**src/rtl/apb_mux_tmo.sv**
```systemverilog
// APB 1-to-N slave multiplexer with mask/base address decode, wait-state
// timeout, and a saturating error counter for decode misses and timeouts.
module apb_mux_tmo #(
  parameter int PADDR_SIZE = 12,
  parameter int PDATA_SIZE = 32,
  parameter int SLAVES     = 4,
  parameter int TIMEOUT    = 255
) (
  input  logic                  PCLK,
  input  logic                  PRESETn,
  input  logic                  MST_PSEL,
  input  logic                  MST_PENABLE,
  input  logic                  MST_PWRITE,
  input  logic [PADDR_SIZE-1:0] MST_PADDR,
  input  logic [PDATA_SIZE-1:0] MST_PWDATA,
  output logic [PDATA_SIZE-1:0] MST_PRDATA,
  output logic                  MST_PREADY,
  output logic                  MST_PSLVERR,
  input  logic [PADDR_SIZE-1:0] slv_addr [SLAVES],
  input  logic [PADDR_SIZE-1:0] slv_mask [SLAVES],
  output logic [SLAVES-1:0]     SLV_PSEL,
  output logic                  SLV_PENABLE,
  output logic                  SLV_PWRITE,
  output logic [PADDR_SIZE-1:0] SLV_PADDR,
  output logic [PDATA_SIZE-1:0] SLV_PWDATA,
  input  logic [PDATA_SIZE-1:0] SLV_PRDATA [SLAVES],
  input  logic [SLAVES-1:0]     SLV_PREADY,
  input  logic [SLAVES-1:0]     SLV_PSLVERR,
  output logic                  tmo_o,
  output logic [7:0]            err_cnt_o
);

  localparam int IDX_W = (SLAVES > 1) ? $clog2(SLAVES) : 1;
  localparam logic [7:0] TMO_VAL = 8'(TIMEOUT);
  localparam logic TMO_EN = (TIMEOUT != 0);

  typedef enum logic {IDLE, ACCESS} state_e;

  state_e                 state_q, state_d;
  logic [IDX_W-1:0]       idx_q, idx_d, win_idx;
  logic                   hit_q, hit_d, win_hit;
  logic [7:0]             wait_q, wait_d;
  logic [7:0]             err_q, err_d;

  logic                   setup, act, tmo;
  logic                   slv_rdy, slv_err;
  logic [PDATA_SIZE-1:0]  slv_rd;
  logic [SLAVES-1:0]      sel;
  logic                   pready, pslverr;
  logic [PDATA_SIZE-1:0]  prdata;

  // Scan from the top down so the lowest-index match is the one left standing.
  always_comb begin
    win_idx = '0;
    win_hit = 1'b0;
    for (int s = SLAVES - 1; s >= 0; s--) begin
      if ((MST_PADDR & slv_mask[s]) == (slv_addr[s] & slv_mask[s])) begin
        win_idx = IDX_W'(s);
        win_hit = 1'b1;
      end
    end
  end

  always_comb begin
    slv_rdy = SLV_PREADY[idx_q];
    slv_err = SLV_PSLVERR[idx_q];
    slv_rd  = SLV_PRDATA[idx_q];
    setup   = (state_q == IDLE) && MST_PSEL && !MST_PENABLE;
    act     = (state_q == ACCESS) && MST_PSEL;
    tmo     = act && hit_q && !slv_rdy && TMO_EN && (wait_q == TMO_VAL);
  end

  always_comb begin
    sel     = '0;
    pready  = 1'b0;
    pslverr = 1'b0;
    prdata  = '0;
    if (setup && win_hit) begin
      sel[win_idx] = 1'b1;
    end else if (act && hit_q && !tmo) begin
      sel[idx_q] = 1'b1;
    end
    if (act) begin
      if (!hit_q || tmo) begin
        pready  = 1'b1;
        pslverr = 1'b1;
      end else if (slv_rdy) begin
        pready  = 1'b1;
        pslverr = slv_err;
        prdata  = slv_rd;
      end
    end
    // Reset is synchronous, so outputs are masked until the state settles.
    if (!PRESETn) begin
      sel     = '0;
      pready  = 1'b0;
      pslverr = 1'b0;
      prdata  = '0;
    end
  end

  assign SLV_PSEL    = sel;
  assign SLV_PENABLE = MST_PENABLE && (|sel);
  assign SLV_PWRITE  = MST_PWRITE;
  assign SLV_PADDR   = MST_PADDR;
  assign SLV_PWDATA  = MST_PWDATA;
  assign MST_PREADY  = pready;
  assign MST_PSLVERR = pslverr;
  assign MST_PRDATA  = prdata;
  assign tmo_o       = tmo && PRESETn;
  assign err_cnt_o   = err_q;

  always_comb begin
    state_d = state_q;
    idx_d   = idx_q;
    hit_d   = hit_q;
    wait_d  = wait_q;
    err_d   = err_q;
    case (state_q)
      IDLE: begin
        if (setup) begin
          state_d = ACCESS;
          idx_d   = win_idx;
          hit_d   = win_hit;
          wait_d  = '0;
        end
      end
      ACCESS: begin
        if (!MST_PSEL || pready) begin
          state_d = IDLE;
        end else if (!slv_rdy && (wait_q != 8'hFF)) begin
          wait_d = wait_q + 8'd1;
        end
      end
      default: state_d = IDLE;
    endcase
    if (((act && !hit_q) || tmo) && (err_q != 8'hFF)) begin
      err_d = err_q + 8'd1;
    end
  end

  always_ff @(posedge PCLK) begin
    if (!PRESETn) begin
      state_q <= IDLE;
      idx_q   <= '0;
      hit_q   <= 1'b0;
      wait_q  <= '0;
      err_q   <= '0;
    end else begin
      state_q <= state_d;
      idx_q   <= idx_d;
      hit_q   <= hit_d;
      wait_q  <= wait_d;
      err_q   <= err_d;
    end
  end

endmodule

```
**config.mk**
```make
export PLATFORM = sky130hd
export DESIGN_NAME = apb_mux_tmo
export DESIGN_NICKNAME = d
export VERILOG_FILES = /design/src/rtl/apb_mux_tmo.sv
export SDC_FILE = /design/constraint.sdc
export NUM_CORES = 1
export LEC_CHECK = 0
export CAP_MARGIN = 40
export CORE_AREA = 2 2 147 149
export DETAILED_ROUTE_END_ITERATION = 10
export DIE_AREA = 0 0 149 151
export GPL_TIMING_DRIVEN = 0
export PLACE_DENSITY_LB_ADDON = 0.08
export SYNTH_ARGS = -nofsm -noshare
export SYNTH_HDL_FRONTEND = slang
export SYNTH_SLANG_ARGS = --single-unit
```
**constraint.sdc**
```tcl
create_clock -name PCLK -period 2.71 [get_ports PCLK]
set_input_delay 0.4065 -clock PCLK [delete_from_list [all_inputs] [get_ports PCLK]]
set_output_delay 0.4065 -clock PCLK [all_outputs]
set_load 0.1 [all_outputs]
```
======== After elaboration in Yosys (flattened, before gate mapping) ========
Cells that the tools add are included.
word-level totals
  bits of input ports ..................... 281
  register bits ........................... 20
  word-level logic and storage cells ...... 99
  output and inout port bits .............. 93
operators by class
  reductions and logical operators ........ 26
  $add $sub $neg .......................... 2
  multiplexer cells ....................... 41
  magnitude comparators ................... 5
  bitwise gates (word level) .............. 10
  equal/unequal tests ..................... 10
operator list
  cell                   number
  $mux W32               6
  $and A12 B12 Y12       8
  $bmux W32 S2           1
  $eq A12 B12 Y1         4
  $mux W8                3
  $mux W1                18
  $add A8 B1 Y8 const B  2
  $ne A8 B8 Y1 const B   2
  $pmux W8 S2            1
  $logic_and A1 B1 Y1    15
  $mux W4                3
  $eq A8 B8 Y1 const B   1
  $mux W2                4
  $lt A2 B3 Y1 const B   2
  $logic_not A1 Y1       5
  $bmux W1 S2            2
  $demux W1 S2           2
  $ge A2 B1 Y1 const B   2
  $ne A2 B2 Y1 const B   2
  $reduce_or A4 Y1       1
  $ge A3 B3 Y1 const B   1
  $logic_or A1 B1 Y1     3
  $not A2 Y3             1
  $reduce_and A3 Y1      1
  other kinds (4)        4

======== Longest topological paths before layout ========
Gate-level depths: netlist of the first run.
  depth after elaboration ................. 14
  mapped depth ............................ 8
  gate-level depth less buffers ........... 7

======== Worst setup path after synthesis of the first run ========
Ideal clock, no wire load.
  kind .................................... reg-to-output
  start ................................... register wait_q[0]
  end ..................................... output port tmo_o
  data required time ...................... 2.304 ns
  buffers on the path ..................... 1
  setup slack ............................. -0.987 ns
  cell stages (with the launch flop) ...... 6
  data arrival time ....................... 3.290 ns
  cell sequence ........................... dfxtp_1 ha_1 nand3_1 or2_2 clkbuf_1 nor3_1
between the ends
  cells in the longest elaborated chain, start to end .. 3
ends and longest elaborated chain
  element                   RTL line  text
  start: declaration        42        logic [7:0] wait_q, wait_d;
  start signal: assignment  153       wait_q <= wait_d;
  $eq A8 B8 Y1              70        tmo = act && hit_q && !slv_rdy && TMO_EN && (wait_q == TMO_VAL);
  $logic_and A1 B1 Y1       70
  $logic_and A1 B1 Y1       110       assign tmo_o = tmo && PRESETn;
  end: declaration          29        output logic tmo_o,
Every way passes these cells.

======== Final worst setup path of the first run ========
  start ................................... register idx_q[0]
  end ..................................... output port MST_PREADY
between the ends
  cells in the longest elaborated chain, start to end .. 9
  elaborated cells on any way between the ends .. 10
  classes of those cells .................. 6 x mux; 4 x reduce/logical
ends and longest elaborated chain
  element                            RTL line  text
  start: declaration                 40        logic [IDX_W-1:0] idx_q, idx_d, win_idx;
  start signal: assignment           151       idx_q <= idx_d;
  $bmux W1 S2 *                      65        slv_rdy = SLV_PREADY[idx_q];
  $mux W1 (implied by the code) *    65
  $logic_not A1 Y1                   70
  $logic_and A1 B1 Y1 (2 in series)  70
  $logic_or A1 B1 Y1                 84        if (!hit_q || tmo) begin
  $mux W1 *                          84
  $mux W1 *                          83        if (act) begin
  $mux W1 *                          94        if (!PRESETn) begin
  end: declaration                   17        output logic MST_PREADY,
Every way passes the cells marked *; elsewhere a longest branch is shown, timed or not. The select of a mux whose other input is x is not followed.

==> impl_results.rst, run 1 <==
.. list-table::
   :header-rows: 1

   * - Metric
     - Value
   * - Number of slew-limit violations in the final report
     - 0
   * - Fraction of registers with async set/reset
     - 0
   * - Hold Path Class
     - reg2reg
   * - Cells along the critical path
     - buf_6, mux4_2, buf_6, o41ai_4, nor2_1, nor2_2, clkbuf_16
   * - Overall routing resource usage
     - 0.156
   * - Rows
     - 53
   * - Total Wirelength
     - approximately 19000 um
   * - Worst-case vdd ir drop
     - about 0.18 mV
   * - Standard cell core area
     - 20800 um2
   * - Grt ovf
     - 0
   * - Share of the clock period used by the worst path after layout
     - 0.980
   * - Initial antenna violation count
     - 5
   * - Setup CP Type
     - reg2out
   * - Routed wire per std cell
     - 17.9 um
   * - Final worst hold slack
     - about 500 ps
   * - Final min period
     - ~2700 ps
   * - Final nets
     - between 1000 and 1500
   * - # DRC
     - 0
   * - Highest attainable clock frequency
     - roughly 380 MHz
   * - Sink Count
     - 20
   * - Worst setup skew after layout
     - 2.61 ps
   * - Post-route cell area
     - roughly 8900 um2
   * - Area of combinational cells with multiple inputs
     - between 2000 and 3000 um2
   * - Yosys cell types
     - 44
   * - Worst Setup End Kind
     - output port
   * - Wire length of the first global-routing pass
     - about 27000 um
   * - First drt pass iteration count
     - 4
   * - Register-to-register setup slack
     - ~190 ps
   * - Register bit count reported by yosys
     - 20
   * - Util after Layout
     - 0.430
   * - Last weighted congestion value of the routability-driven placer
     - 0.809
   * - Count of nets left with antenna violations after detail routing
     - 0
   * - Beginning of the worst hold path
     - wait_q[1]
   * - CP Max Fanout
     - 3
   * - Arrival time of the worst setup path
     - between 2000 and 2500 ps
   * - Most used cells in the layout excluding fill and tap cells
     - clkdlybuf4s50_1, buf_4, xor2_1, buf_8, mux4_2
   * - Overall via count from detail_route
     - approximately 4300
   * - Crit path max-delay family
     - multiplexers
   * - Overall power after layout
     - approximately 0.0018 W
   * - Final Hold Violating Endpoints
     - 0
   * - Cells after synthesis
     - 350
   * - Hpwl dp
     - 16600 um
   * - Starting density of the core
     - 0.153
   * - Post-route setup slack
     - around 54 ps
   * - Warnings, synthesis
     - 0
   * - Number of synthesized flops with an enable pin
     - 0
   * - Initial drt markers
     - 86
   * - Launching element type of the critical path
     - flop
   * - Input/output buffers
     - 340
   * - Normalized max-slew margin
     - 0.544
   * - Worst Setup SP
     - idx_q[0]
   * - Most used flip-flop cell after synthesis
     - dfxtp_1
   * - Critical register-to-register path startpoint
     - idx_q[0]
   * - Most Frequent Cell on Critical Path
     - buf_6
   * - Post-placement cell area
     - between 8000 and 9000 um2
   * - Source-to-sink clock delay at the later pin of the worst-skew pair
     - 250 ps
   * - Run status
     - complete, no violations
   * - Clock Root Buffer
     - clkbuf_16
   * - Maximum clock path buffer count
     - 2
   * - Worst slack at placement
     - -1090 ps
   * - Die extent in x
     - ~150 um
   * - Sequential cell area
     - roughly 400 um2
   * - Clock input transition at the sequential cells of the worst setup and hold paths
     - 50 ps
   * - Synthesized netlist net count
     - about 630
   * - TritonCTS buffer count
     - 3
   * - Fraction of final layout cells sized beyond drive strength 1
     - 0.342
   * - Slowest library cell on the worst path
     - mux4_2
   * - Max Cap Viol
     - 0
   * - Total power density per cell area
     - 198 nW/um2
   * - Area added between synthesis and finish
     - 181%
   * - Largest net degree at the start of global routing
     - 11
   * - Most common library cell in the layout ignoring fill and taps
     - clkdlybuf4s50_1
   * - Largest stage delay, worst path
     - 520 ps
   * - Number of buffers inserted for hold repair after clock tree synthesis
     - 0
   * - Die outline height
     - 151 um
   * - Syn avg cell area
     - between 9 and 10 um2
   * - Area enclosed by the die boundary
     - around 22000 um2
   * - Worst slew pin tran
     - 680 ps
   * - Final setup violation count
     - 0
   * - Number of placed I/O pins
     - roughly 370
   * - Count of H-tree levels built during CTS
     - 1
   * - TritonCTS clock tree
     - yes
   * - Post-synthesis cell area
     - around 3200 um2
   * - Leak Pwr
     - between 3 and 4 nW
   * - Number of global-route vias before repair
     - ~4600
   * - Data required, critical path
     - about 2300 ps
   * - Share of the yosys chip area belonging to registers
     - 0.126
   * - Fill count
     - ~2000
   * - Average via count per standard cell
     - 4.14
   * - Worst Path Buf+Inv
     - 3
[cell families after synthesis]
logic type	Yosys count	synth area share
multiplexers	35	0.246
AND/OR/NAND/NOR	117	0.199
adder cells (fa/ha/maj)	2	0.00785
flip-flops	20	0.126
AO/OA/AOI/OAI	58	0.144
XOR/XNOR	53	0.146
buffers and inverters	65	0.132
[what timing repair did]
item,4_1_cts,5_1_grt
gates resized for setup,88,38
pin swaps,7,7
setup endpoints to repair,40,22
setup buffers,10,3
cloned,0,0
[power breakdown]
part	leakage, nW	switching, W	internal [W]
Clock	0.0370	0.000102	0.000194
Combinational	3.32	0.000522	0.000652
Sequential	0.162	0.00000440	0.000297
Total	3.52	0.000628	0.00114
[worst reg2reg max path: cells and delay by family, from the launching register on]
kind | cells | cell delay (ps)
mux | 1 | 530
flops | 1 | 320
compound gates | 2 | 540
buf+inv | 4 | 510
xor+xnor | 1 | 90
simple gates | 2 | 420
[stage by stage]
step,setup TNS (ps),std cells
2_1_floorplan,-9210,350
3_3_place_gp,-47270,965
3_5_place_dp,-29830,1060
4_1_cts,-898,1032
5_1_grt,-1.26,1038
6_report,0,1038
[cell usage after synthesis (2+ instances only)]
cell,number,area share
nor4_1,2,0.0039
a22o_1,4,0.011
mux4_1,2,0.016
buf_4,45,0.11
nor2_1,13,0.015
a21boi_0,3,0.0071
or3b_2,2,0.0055
inv_1,4,0.0047
buf_1,4,0.0047
a32o_1,2,0.0063
o21ai_0,6,0.0094
xor2_1,52,0.14
and2_1,6,0.012
nand3_1,15,0.024
a21o_1,2,0.0047
a22oi_1,18,0.042
ha_1,2,0.0078
a21boi_1,2,0.0047
or2_2,2,0.0039
clkbuf_1,11,0.013
nor2b_1,39,0.077
a221oi_1,3,0.0082
and3_1,2,0.0039
or3_1,3,0.0059
o31ai_1,3,0.0071
dfxtp_1,20,0.13
a21oi_1,7,0.011
nor3_1,9,0.014
nand2_1,16,0.019
mux4_2,32,0.23
nand4_1,6,0.012
[routing by layer]
layer,routed length (um),GRT usage,vias to the layer above
met2,10300,0.318,239
met1,6350,0.155,1973
met3,1660,0.0419,14
met4,244,0.0333,0
met5,0,0,-
li1,-,-,2068
[worst paths after layout]
path,to,depth (start not counted)
max,MST_PREADY,7
min,wait_q[1],2
max reg2reg,err_cnt_o[5],10
min reg2reg,wait_q[1],2
[state kept, by name (all words and copies together), names as in the netlist]
register / cells
state_q: 1
idx_q: 2
wait_q: 8
err_cnt_o: 8
hit_q: 1
[cell type report]
class / instances / area share
well taps: 275 / 0.0384
multi-input cells: 265 / 0.295
inverters: 4 / 0.00168
flip-flops and latches: 20 / 0.0449
plain buffers: 60 / 0.0528
repair buffers: 408 / 0.558
diodes: 3 / 0.000839
clock buffers: 3 / 0.00839
Power figures use the tool's default switching activity.
==> inputs of run 2 (changes only) <==
Settings changed: HOLD_SLACK_MARGIN set to 0.1, PLACE_DENSITY set to 0.54, PLACE_DENSITY_LB_ADDON 0.08 to unset.
Clock period 2.71 ns to 2.9 ns, I/O delays scaled along.
==> run 2 against run 1 <==
Effect of this change:
- combinational power shrank 7%
- first-iteration DRC count grew 29%
- flip-flop and latch count is the same
- routed wire length grew 1.8%
- sequential share of layout area grew 0.062 points
- worst setup slack gained 14 ps
- worst hold slack gained 0.80 ps
- cell count is essentially flat
- highest routed layer unchanged
==> impl_results.rst, run 2 (same netlist as run 1, synthesis figures left out) <==
.. list-table::
   :header-rows: 1

   * - Metric
     - Value
   * - Run status
     - complete, no violations
   * - Sink Count
     - 20 (unchanged)
   * - Rows
     - 53 (unchanged)
   * - Most common library cell in the layout ignoring fill and taps
     - clkdlybuf4s50_1
   * - Worst setup skew after layout
     - 2.69 ps (+0.0812 ps)
   * - Depth of the worst hold-timing path
     - 2 (unchanged)
   * - Overall via count from detail_route
     - 4278 (-0.37%)
   * - Die outline height
     - 151 um (unchanged)
   * - Maximum clock path buffer count
     - 2 (unchanged)
   * - Worst-case vdd ir drop
     - 0.163 mV (-11%)
   * - Cell Count, Final, Fillers Out
     - 1039 (+0.096%)
   * - Leak Pwr
     - 3.44 nW (-2.3%)
   * - Area added between synthesis and finish
     - 176%
   * - Number of buffers inserted for hold repair after clock tree synthesis
     - 0 (unchanged)
   * - Final worst hold slack
     - 500 ps (+0.797 ps)
   * - Average via count per standard cell
     - 4.12 (-0.47%)
   * - Initial drt markers
     - 111 (+29%)
   * - Count of nets left with antenna violations after detail routing
     - 0 (unchanged)
   * - Final setup violation count
     - 0 (unchanged)
   * - Total Wirelength
     - 18900 um (+1.8%)
   * - Clock Root Buffer
     - clkbuf_16
   * - Die extent in x
     - 149 um (unchanged)
   * - Launching element type of the critical path
     - input pin
   * - Sequential share of power
     - 0.167 (-0.003)
   * - Slowest library cell on the worst path
     - clkdlybuf4s50_1
   * - Largest net degree at the start of global routing
     - 12 (+1)
   * - Final nets
     - 1047 (+0.19%)
   * - Switching pwr
     - 0.000596 W (-5.1%)
   * - Arrival time of the worst setup path
     - 2400 ps (+150 ps)
   * - Number of slew-limit violations in the final report
     - 0 (unchanged)
   * - Total power density per cell area
     - 192 nW/um2 (-3.1%)
   * - Beginning of the worst hold path
     - wait_q[1]
   * - Share of total power in the clock network
     - 0.187 (+0.020)
   * - Source-to-sink clock delay at the later pin of the worst-skew pair
     - 250 ps (about the same)
   * - Number of placed I/O pins
     - 374 (unchanged)
   * - Max Cap Viol
     - 0 (unchanged)
   * - Hpwl dp
     - 16900 um (+2.0%)
   * - TritonCTS buffer count
     - 3 (unchanged)
   * - Fraction of final layout cells sized beyond drive strength 1
     - 0.317 (-0.0249)
   * - Final min period
     - around 2800 ps
   * - Worst Setup SP
     - slv_addr[36]
   * - Last weighted congestion value of the routability-driven placer
     - 0.754 (-6.8%)
   * - Worst slew pin tran
     - 649 ps (-30.7 ps)
   * - Setup CP Type
     - in2out
   * - # DRC
     - 0 (unchanged)
   * - Grt ovf
     - 0 (unchanged)
   * - Data required, critical path
     - 2470 ps (+170 ps)
   * - GRT Max-Usage Layer
     - met2
   * - Cells along the critical path
     - clkdlybuf4s50_1, xor2_1, a22o_1, a221oi_1, and3_4, a32o_1, buf_16
   * - Most used cells in the layout excluding fill and tap cells
     - clkdlybuf4s50_1, buf_4, xor2_1, buf_8, mux4_2
   * - Switching fraction of total power
     - 0.353 (-0.00165)
   * - Share of the clock period used by the worst path after layout
     - 0.976
   * - Initial antenna violation count
     - 1 (-4)
   * - Wire length of the first global-routing pass
     - 26800 um (+0.83%)
   * - Clock input transition at the sequential cells of the worst setup and hold paths
     - 60 ps (about the same)
   * - GR Layer Usage met3
     - 0.0319 (-0.00994)
   * - Highest attainable clock frequency
     - between 300 and 400 MHz
   * - Post-route cell area
     - 8800 um2 (-1.7%)
   * - Met1 track demand over resource in global routing
     - 0.178 (+0.0239)
   * - Combinational cell fraction of total power
     - 0.646 (-0.017)
   * - First drt pass iteration count
     - 4 (unchanged)
   * - Overall routing resource usage
     - 0.157 (+0.00196)
   * - Input/output buffers
     - 340 (unchanged)
   * - Post-placement cell count
     - 1060 (unchanged)
   * - Normalized max-slew margin
     - 0.565 (+0.0206)
   * - Setup repair after global routing missed its margin
     - no
   * - Count of cells along the worst register-to-register path
     - 10 (unchanged)
   * - Starting density of the core
     - 0.153 (unchanged)
   * - TritonCTS clock tree
     - yes
   * - Internal
     - 0.00109 W (-4.5%)
   * - Area enclosed by the die boundary
     - 22500 um2 (unchanged)
   * - GRT met2 Usage
     - 0.304 (-0.0145)
   * - Number of global-route vias before repair
     - 4707 (+2.4%)
   * - Post-placement cell area
     - 8710 um2 (-0.49%)
   * - Final Hold Violating Endpoints
     - 0 (unchanged)
   * - CP Max Fanout
     - 5 (+2)
   * - Count of H-tree levels built during CTS
     - 1 (unchanged)
   * - Standard cell core area
     - 20800 um2 (unchanged)
   * - Hold Path Class
     - reg2reg
   * - Worst Setup End Kind
     - output port
   * - Largest stage delay, worst path
     - 410 ps (-110 ps)
   * - Critical register-to-register path startpoint
     - idx_q[0]
   * - Routed wire per std cell
     - 18.2 um (+1.8%)
-- run 2: cell count changes in the layout (fill, tap and decap cells not counted), sizes merged --
| cell | before | now |
|---|---|---|
| dlymetal6s2s | 7 | 4 |
| clkdlybuf4s50 | 279 | 282 |
| clkbuf | 16 | 15 |
| buf | 157 | 159 |
| dlygate4sd2 | 12 | 14 |
| diode | 3 | 1 |
-- run 2: repair_timing --
action / CTS / global route
pin swaps: 4 / 5
endpoints found under the setup margin: 40 / 4
resized for setup: 74 / 14
buffers inserted: 10 / 5
-- run 2: routing by layer --
| metal | vias up | share of wire |
|---|---|---|
| li1 | 2077 | - |
| met1 | 1985 | 0.36 |
| met2 | 198 | 0.56 |
| met3 | 18 | 0.069 |
| met4 | 0 | 0.015 |
| met5 | - | 0 |
-- run 2: layout make-up --
cell class | count | area, um2
antenna | 1 | 2.50
buffer | 60 | 477
clock buffer | 4 | 88.8
fill | 1995 | 12000
inverter | 4 | 15.0
multi-input combinational | 265 | 2530
sequential | 20 | 400
tap | 275 | 344
timing repair buffer | 410 | 4950
-- run 2: power groups by stage --
stage | combinational [W] | sequential [W] | clock (W)
after floorplan | 0.000474 | 0.000290 | 0
after global placement | 0.000946 | 0.000287 | 0
after detailed placement | 0.00108 | 0.000287 | 0
after CTS | 0.00110 | 0.000281 | 0.000324
after global routing | 0.00115 | 0.000282 | 0.000342
final | 0.00109 | 0.000282 | 0.000316
-- run 2: worst paths after layout --
path	endpoint	slack, ps
setup / recovery	SLV_PSEL[0]	70
hold reg to reg	wait_q[1]	500
hold / removal	wait_q[1]	500
setup reg to reg	err_cnt_o[7]	240
-- run 2: through the flow --
step,setup slack (ps),utilization,setup TNS (ps),power [W]
final,68.3,0.423,0,0.00169
after global routing,7.31,0.423,0,0.00177
after CTS,-185,0.419,-185,0.00170
after detailed placement,-784,0.418,-22320,0.00137
after global placement,-1190,0.334,-36130,0.00123
after floorplan,-204,-,-4820,0.000765
-- run 2: worst max-delay path, delay by kind of cell --
kind	cells	cell delay, ps
AO/OA/AOI/OAI	3	900
XOR/XNOR	1	140
buffers and inverters	2	630
AND/OR/NAND/NOR	1	280
==> RTL edit (config.mk and constraints of run 2) <==
`SLAVES`: 4 -> 2.
--- a/src/rtl/apb_mux_tmo.sv
+++ b/src/rtl/apb_mux_tmo.sv
@@ -4,5 +4,5 @@
   parameter int PADDR_SIZE = 12,
   parameter int PDATA_SIZE = 32,
-  parameter int SLAVES     = 4,
+  parameter int SLAVES     = 2,
   parameter int TIMEOUT    = 255
 ) (
Ports: changed (6 resized); port bits go from 374 to 256. No check against the original RTL was run, so the function may have changed too.
==> RTL edit against run 2 <==
Largest cell class unchanged. Wire length is 36% lower. Sequential cell count is 1 lower. Largest power group unchanged. Total power is 20% lower. Count of clock-buffer cells in the layout stayed put. Worst setup slack worse by 0.0064 ns. Cell area is 23% lower. Highest routed layer unchanged. Clock power is 10% lower. Global-route usage is 5.5 points lower. Synthesized area is 32% lower.
==> RTL edit: results (changes against run 2) <==
cts_htree_levels: 1  # unchanged
ff2ff_setup_slack_ns: 0.65  # +0.41 ns
dp_hpwl_um: 10400  # -39%
worstHoldPathCells: 2  # unchanged
dr.pass1.iters: 4  # unchanged
final_nets: 757  # -28%
min_to: "err_cnt_o[5]"
r2r-start: "idx_q"
vias: 3191  # -25%
hold_slack_ns: 0.497  # -0.00299 ns
outcome: "completed"
grt_max_degree: 11  # -1
cts_root_buf: "clkbuf_16"
p_leak_nw: 2.55  # -26%
gp_congestion: 0.714  # -5.2%
yosys_warnings: 0  # unchanged
groute.usage.overall_pct: 10.2  # -5.5 points
antenna_cells: 0  # -1
max-vdd-ir-drop_uv: 152  # -6.9%
grt_pass1_vias: 3371  # -28%
clkSlewWorstSetupHoldPaths_ns: 0.05
critPathArrivalTime_ns: 2.40  # about the same
antenna_found_initial: 0  # -1
clkLatencyLatePin_ns: 0.25  # about the same
pre_cts_ws_ns: -0.849  # -0.0646 ns
critPathMaxFanout: 10  # +5
worstHoldStart: "err_cnt_o[5]"
grt_pass1_wl_um: 17900  # -33%
cts_buffer_depth: 2  # unchanged
ys_seq_area_share_pct: 17.6  # +5.1 points
synth_common_cells: "buf_4, nor2_1, a22oi_1"
wire_per_inst_um: 13.9  # -24%
async_flop_share_pct: 0  # unchanged
numCtsBuffers: 3  # unchanged
fill_cells: 2123  # +6.4%
drt_iter0_drc: 49  # -56%
ys_top_cells_by_area: "dfxtp_1, buf_4, a22oi_1"
min_path_type: "reg2reg"
clock_skew_ns: 0.00183  # -0.000862 ns
synth_fp_nets: 457  # -28%
worst_pin_slew_ns: 0.535  # -0.114 ns
r2r-end: "err_cnt_o[7]"
rr_worst_depth: 6  # -4
drive_gt1_share_pct: 40.2  # +8.5 points
yosysUniqueCellTypes: 38  # -14%
portBuffers: 222  # -35%
## RTL edit: worst max-delay path, stage by stage (launching register included)
cell and delay, ns:
dfxtp_4 0.37, ha_4 0.16, nand4_4 0.14, o311a_4 0.44, buf_6 0.17, a22oi_2 0.16, nor2_2 0.05, clkdlybuf4s50_1 0.46
buf_12 0.18
## RTL edit: cell type report
type / instances / area, um2 / share of cell area, %
Multi-Input combinational cell: 213 / 1670 / 24.6
Timing Repair Buffer: 296 / 3850 / 56.6
Clock buffer: 4 / 78.8 / 1.16
Tap cell: 275 / 344 / 5.06
Inverter: 1 / 3.75 / 0.0552
Sequential cell: 19 / 392 / 5.75
Buffer: 56 / 465 / 6.84
## RTL edit: timing repair
| item | CTS | global route |
|---|---|---|
| gates resized for setup | 84 | 19 |
| endpoints found under the hold margin | 0 | 0 |
| pin swaps | 7 | 6 |
| hold buffers | 0 | 0 |
| endpoints found under the setup margin | 38 | 13 |
| setup buffers | 8 | 3 |
## RTL edit: logic make-up after synthesis
logic type      after synthesis  synth area share (%)
simple gates                101                  22.2
buf+inv                      58                  17.9
xor+xnor                     31                  12.6
mux                           3                  1.62
compound gates               76                  26.8
flops                        19                  17.6
fa+ha+maj                     2                  1.16
## RTL edit: worst max-delay path by stage
| stage | to | cells past startpoint | from | slack [ns] |
|---|---|---|---|---|
| final | MST_PRDATA[19] | 8 | wait_q[0] | 0.06 |
| after global routing | SLV_PENABLE | 8 | MST_PENABLE | -0.004 |
| after CTS | SLV_PENABLE | 8 | MST_PENABLE | -0.05 |
| after detailed placement | MST_PRDATA[23] | 8 | MST_PSEL | -0.85 |
| after global placement | MST_PRDATA[23] | 7 | MST_PSEL | -1.29 |
| after floorplan | tmo_o | 3 | wait_q[0] | -0.1 |
## RTL edit: power by group
part	total [mW]	internal, mW	switching [mW]	leakage (nW)
combinational	0.798	0.392	0.405	2.36
clock	0.284	0.187	0.0972	0.0382
sequential	0.264	0.261	0.00303	0.156
## RTL edit: routing by layer
| metal | track usage [%] | wire, um |
|---|---|---|
| met1 | 11.8 | 4630 |
| met2 | 19.6 | 6530 |
| met3 | 2.23 | 750 |
| met4 | 1.43 | 106 |
| met5 | 0 | 0 |
## RTL edit: per-stage QoR
stage                     area (um2)  cells  util [%]
final                           6810    864      32.7
after global routing            6810    864      32.7
after CTS                       6790    867      32.6
after detailed placement        6560    878      31.5
after global placement          4820    787      23.1
after floorplan                 2250    290         -
